$ cat config.mk
export PLATFORM = sky130hd
export DESIGN_NAME = fwd_hazard_ctrl
export DESIGN_NICKNAME = d
export VERILOG_FILES = /design/src/rtl/fwd_hazard_ctrl.sv
export SDC_FILE = /design/constraint.sdc
export NUM_CORES = 1
export LEC_CHECK = 0
export CORE_ASPECT_RATIO = 1.1
export CORE_MARGIN = 5
export CORE_UTILIZATION = 39
export DETAILED_ROUTE_END_ITERATION = 6
export PLACE_DENSITY_LB_ADDON = 0.25
export SKIP_CTS_REPAIR_TIMING = 1
export SYNTH_ARGS = -nofsm -noshare
export SYNTH_HDL_FRONTEND = slang
export SYNTH_SLANG_ARGS = --single-unit
$ cat constraint.sdc
create_clock -name clk -period 1.5 [get_ports clk]
set_input_delay 0.225 -clock clk [delete_from_list [all_inputs] [get_ports clk]]
set_output_delay 0.225 -clock clk [all_outputs]
set_load 0.02 [all_outputs]
$ cat src/rtl/fwd_hazard_ctrl.sv
// rtl/fwd_hazard_ctrl.sv - EX operand forwarding selects and load-use stall for the 5-stage core
// Optional stall counter enabled by defining FWD_PERF_CNT_EN.
module fwd_hazard_ctrl #(
    parameter int DATA_WIDTH     = 32,
    parameter int REG_ADDR_WIDTH = 5
) (
    input  logic                      clk,
    input  logic                      rst_n,
    input  logic                      id_valid,
    input  logic [REG_ADDR_WIDTH-1:0] id_rs1,
    input  logic [REG_ADDR_WIDTH-1:0] id_rs2,
    input  logic [REG_ADDR_WIDTH-1:0] id_rd,
    input  logic                      id_reg_write,
    input  logic                      id_mem_read,
    input  logic                      flush,
    output logic [1:0]                fwd_a_sel,
    output logic [1:0]                fwd_b_sel,
    output logic                      stall,
    output logic [DATA_WIDTH-1:0]     stall_count
);

    logic                      ex_valid;
    logic [REG_ADDR_WIDTH-1:0] ex_rs1;
    logic [REG_ADDR_WIDTH-1:0] ex_rs2;
    logic [REG_ADDR_WIDTH-1:0] ex_rd;
    logic                      ex_reg_write;
    logic                      ex_mem_read;

    logic                      mem_valid;
    logic [REG_ADDR_WIDTH-1:0] mem_rd;
    logic                      mem_reg_write;

    logic                      wb_valid;
    logic [REG_ADDR_WIDTH-1:0] wb_rd;
    logic                      wb_reg_write;

    logic                      mem_writer;
    logic                      wb_writer;
    logic                      ex_load_hit;
    logic                      issue;

    assign mem_writer = mem_valid && mem_reg_write && (mem_rd != '0);
    assign wb_writer  = wb_valid && wb_reg_write && (wb_rd != '0);

    // Only the hazard on rs fields matters; id_rd / id_reg_write are deliberately ignored.
    assign ex_load_hit = ex_valid && ex_mem_read && (ex_rd != '0) &&
                         ((ex_rd == id_rs1) || (ex_rd == id_rs2));
    assign stall = id_valid && !flush && ex_load_hit;
    assign issue = id_valid && !flush && !stall;

    always_comb begin
        fwd_a_sel = 2'b00;
        fwd_b_sel = 2'b00;
        if (ex_valid) begin
            if (mem_writer && (mem_rd == ex_rs1)) begin
                fwd_a_sel = 2'b01;
            end else if (wb_writer && (wb_rd == ex_rs1)) begin
                fwd_a_sel = 2'b10;
            end
            if (mem_writer && (mem_rd == ex_rs2)) begin
                fwd_b_sel = 2'b01;
            end else if (wb_writer && (wb_rd == ex_rs2)) begin
                fwd_b_sel = 2'b10;
            end
        end
    end

    always_ff @(posedge clk or negedge rst_n) begin
        if (!rst_n) begin
            ex_valid      <= 1'b0;
            ex_rs1        <= '0;
            ex_rs2        <= '0;
            ex_rd         <= '0;
            ex_reg_write  <= 1'b0;
            ex_mem_read   <= 1'b0;
            mem_valid     <= 1'b0;
            mem_rd        <= '0;
            mem_reg_write <= 1'b0;
            wb_valid      <= 1'b0;
            wb_rd         <= '0;
            wb_reg_write  <= 1'b0;
        end else begin
            wb_valid      <= mem_valid;
            wb_rd         <= mem_rd;
            wb_reg_write  <= mem_reg_write;
            mem_valid     <= ex_valid;
            mem_rd        <= ex_rd;
            mem_reg_write <= ex_reg_write;
            ex_valid      <= issue;
            ex_rs1        <= id_rs1;
            ex_rs2        <= id_rs2;
            ex_rd         <= id_rd;
            ex_reg_write  <= id_reg_write;
            ex_mem_read   <= id_mem_read;
        end
    end

`ifdef FWD_PERF_CNT_EN
    logic [DATA_WIDTH-1:0] stall_cnt_q;

    always_ff @(posedge clk or negedge rst_n) begin
        if (!rst_n) begin
            stall_cnt_q <= '0;
        end else if (stall) begin
            stall_cnt_q <= stall_cnt_q + 1'b1;
        end
    end

    assign stall_count = stall_cnt_q;
`else
    assign stall_count = '0;
`endif

endmodule

==> impl_metrics.sql, run 1 <==
INSERT INTO impl_metrics (metric_group, metric, value, unit) VALUES
('route', 'dr_iter_0_viols', '7', ''),
('status', 'status', 'finished, violations left', ''),
('pwr', 'power_switching', '0.491', 'mW'),
('logic_synthesis', 'postSynthRegisterBits', '32', ''),
('status', 'violations', 'setup timing', ''),
('pwr', 'power.density', '942', 'nW/um^2'),
('floorplan', 'core_region_area', '3650', 'sq um'),
('timing', 'timing.final.hold_violations', '0', ''),
('timing', 'achievable-frequency', '482', 'MHz'),
('placement', 'hpwlAfterDp', '2290', 'microns'),
('route', 'dr_vias', '976', ''),
('setup_path', 'arrival', '1850', 'ps'),
('pwr', 'cellInternalPower', '1.43', 'mW'),
('final_layout', 'final-seq-area', '801', 'sq um'),
('floorplan', 'die_y', '74.6', 'microns'),
('pwr', 'power.leakage', '0.917', 'nW'),
('placement', 'placed_area', '1910', 'sq um'),
('route', 'first_pass_iters', '4', ''),
('logic_synthesis', 'synth-edff-count', '0', ''),
('floorplan', 'std_cell_rows', '23', ''),
('timing', 'hold_ws', '338', 'ps'),
('route', 'route.antenna.remaining_nets', '0', ''),
('floorplan', 'die_w', '68.7', 'microns'),
('logic_synthesis', 'ys_dominant_reg_cell', 'sky130_fd_sc_hd__dfrtp_1', ''),
('pwr', 'pwr-share-seq', '0.493', ''),
('final_layout', 'multiInputGateArea', '636', 'sq um'),
('floorplan', 'io_pins', '58', ''),
('setup_path', 'library_cell_contributing_the_largest_single_delay_on_the_critical_path', 'sky130_fd_sc_hd__or4_4', ''),
('placement', 'io_buffers', '25', ''),
('floorplan', 'floorplan.die_area', '5130', 'sq um'),
('logic_synthesis', 'post_synth_most_frequent_cells', 'sky130_fd_sc_hd__buf_4 (32), sky130_fd_sc_hd__dfrtp_1 (32), sky130_fd_sc_hd__xor2_1 (18), sky130_fd_sc_hd__xnor2_1 (12), sky130_fd_sc_hd__nor3_1 (4)', ''),
('final_layout', 'final.fill_count', '307', ''),
('clock_network', 'clock_tree.buffer_depth', '2', ''),
('setup_path', 'largest_incremental_delay_on_the_critical_path', '550', 'ps'),
('clock_network', 'clock_slew_at_reported_path_ffs', '60', 'ps'),
('clock_network', 'clock_latency', '280', 'ps'),
('timing', 'grt_setup_unrepaired', 'yes', ''),
('final_layout', 'area_delta_synth_final', '37.7', '%'),
('pwr', 'fin_total_pwr', '1.92', 'mW'),
('logic_synthesis', 'post-synth-top-area-cell', 'sky130_fd_sc_hd__dfrtp_1', ''),
('logic_synthesis', 'netlist_instances', '121', ''),
('final_layout', 'post_route_cells_drive_above_1_share', '0.276', ''),
('pwr', 'power_switching_share', '0.256', ''),
('clock_network', 'cts.htree.levels', '2', ''),
('job', 'cap_viol_max_count', '0', ''),
('setup_path', 'list_of_cells_traversed_by_the_critical_path', 'or4_4, o211ai_4, nor4_4, nor4_4, buf_4', ''),
('timing', 'final_report_max_slew_violation_count', '0', ''),
('route', 'avgViaCountPerCell', '4.23', ''),
('floorplan', 'start_util', '0.405', ''),
('setup_path', 'path_delay_family', 'simple AND/OR/NAND/NOR gates', ''),
('hold_path', 'hold_path.class', 'primary input to async pin', ''),
('setup_path', 'critical_path_sink_type', 'primary output', ''),
('setup_path', 'crit_buf_inv', '1', ''),
('route', 'drc', '0', ''),
('clock_network', 'cts_made_buffers', '5', ''),
('timing', 'setup_viol', '5', ''),
('timing', 'final_worst_clock_skew', '3.52', 'ps'),
('final_layout', 'nets', '201', ''),
('global_route', 'groute.usage.overall', '0.119', ''),
('global_route', 'grt_pass1_vias', '977', ''),
('logic_synthesis', 'yosys_warnings', '0', ''),
('route', 'postRouteWirelength', '2830', 'microns'),
('pwr', 'worst_ir_drop_vdd', '592', 'uV'),
('placement', 'gp_congestion', '0.830', ''),
('clock_network', 'cts_tree', 'done', ''),
('global_route', 'grt_antenna_before_repair', '0', ''),
('pwr', 'clockPowerShare', '0.338', ''),
('logic_synthesis', 'synthesis.area_per_instance', '12.2', 'sq um'),
('logic_synthesis', 'yosys.area.top_type_share', '0.541', ''),
('pwr', 'combPwrFrac', '0.169', ''),
('timing', 'timing.final.ws_setup', '-575', 'ps');
==> path summary, 6_finish.rpt <==
path	to	from	slack (ps)	depth (start not counted)
setup / recovery	fwd_b_sel[1]	mem_rd[1]$_DFF_PN0_	-570	5
hold / removal	ex_reg_write$_DFF_PN0_	rst_n	340	2
setup reg to reg	ex_valid$_DFF_PN0_	ex_rd[2]$_DFF_PN0_	100	3
hold reg to reg	mem_reg_write$_DFF_PN0_	ex_reg_write$_DFF_PN0_	350	0
max in group asynchronous	ex_rs2[2]$_DFF_PN0_	rst_n	880	2
min in group clk	mem_reg_write$_DFF_PN0_	ex_reg_write$_DFF_PN0_	350	0
==> cell usage in the layout (no fill, tap or decap) <==
| cell | instances |
|---|---|
| sky130_fd_sc_hd__and2_1 | 2 |
| sky130_fd_sc_hd__a22oi_2 | 1 |
| sky130_fd_sc_hd__buf_4 | 31 |
| sky130_fd_sc_hd__nor3_2 | 3 |
| sky130_fd_sc_hd__nor4_4 | 4 |
| sky130_fd_sc_hd__a21oi_1 | 1 |
| sky130_fd_sc_hd__buf_6 | 1 |
| sky130_fd_sc_hd__conb_1 | 32 |
| sky130_fd_sc_hd__nand2b_1 | 1 |
| sky130_fd_sc_hd__clkbuf_1 | 2 |
| sky130_fd_sc_hd__o21ba_2 | 1 |
| sky130_fd_sc_hd__nand4_1 | 2 |
| sky130_fd_sc_hd__clkdlybuf4s50_1 | 20 |
| sky130_fd_sc_hd__clkbuf_8 | 6 |
| sky130_fd_sc_hd__or4_1 | 1 |
| sky130_fd_sc_hd__dfrtp_1 | 32 |
| sky130_fd_sc_hd__o211ai_1 | 1 |
| sky130_fd_sc_hd__nand3_1 | 3 |
| sky130_fd_sc_hd__xnor2_1 | 12 |
| sky130_fd_sc_hd__nor3_1 | 1 |
| sky130_fd_sc_hd__or4_4 | 1 |
| sky130_fd_sc_hd__o211ai_4 | 1 |
| sky130_fd_sc_hd__buf_2 | 1 |
| sky130_fd_sc_hd__nor2_1 | 3 |
| sky130_fd_sc_hd__xor2_1 | 18 |
==> sequential cells by signal, indices dropped and copies added (netlist names) <==
register and cells:
mem_valid 1, ex_valid 1, ex_rd 5, ex_reg_write 1, wb_rd 5, wb_reg_write 1, ex_rs2 5, ex_rs1 5
ex_mem_read 1, mem_rd 5, wb_valid 1, mem_reg_write 1
==> worst register-to-register path: stages (launching register included) <==
cell and delay, ps:
sky130_fd_sc_hd__dfrtp_1 430, sky130_fd_sc_hd__or4_1 510, sky130_fd_sc_hd__o211ai_1 240, sky130_fd_sc_hd__o21ba_2 160
==> layer usage <==
layer,track usage,wire (microns)
met4,0.0519,71
met3,0.0388,328
met2,0.216,1420
met5,0,0
met1,0.124,1010
==> power groups by stage <==
stage / logic, mW / registers, mW / clock network [mW]
finish: 0.325 / 0.946 / 0.648
floorplan: 0.217 / 0.958 / 0
global route: 0.355 / 0.950 / 0.700
global placement: 0.301 / 0.958 / 0
CTS: 0.307 / 0.945 / 0.668
detailed placement: 0.306 / 0.960 / 0
==> logic make-up (layout without fill, tap and decap cells) <==
group | Yosys count | in the layout | share of synthesized area
flops | 32 | 32 | 0.541
buf+inv | 32 | 61 | 0.162
xor+xnor | 30 | 30 | 0.178
simple gates | 21 | 21 | 0.0879
compound gates | 5 | 5 | 0.0287
other cells | 1 | 32 | 0.00253
==> layout make-up <==
class | count | share of cell area
clock buffer | 8 | 0.0442
multi-input combinational | 88 | 0.312
sequential | 32 | 0.393
tap | 50 | 0.0307
timing repair buffer | 53 | 0.220
==> stage by stage <==
| stage | util | worst slack (ps) | TNS, ps | instances |
|---|---|---|---|---|
| 2_1_floorplan | - | -225 | -807 | 152 |
| 3_3_place_gp | 0.522 | -704 | -3560 | 222 |
| 3_5_place_dp | 0.522 | -750 | -3770 | 222 |
| 4_1_cts | 0.546 | -1060 | -4970 | 230 |
| 5_1_grt | 0.558 | -643 | -2980 | 231 |
| 6_report | 0.558 | -575 | -2640 | 231 |
Power figures use the tool's default switching activity.
==> run 2: changes to the inputs <==
SLEW_MARGIN = 20   (was default)
==> results of run 2 <==
Final layout, timing and power as in run 1 (identical DEF).
==> run 3: changes to the inputs <==
CAP_MARGIN = 20   (was default)
==> results of run 3 <==
Final layout, timing and power as in run 1 (identical DEF).
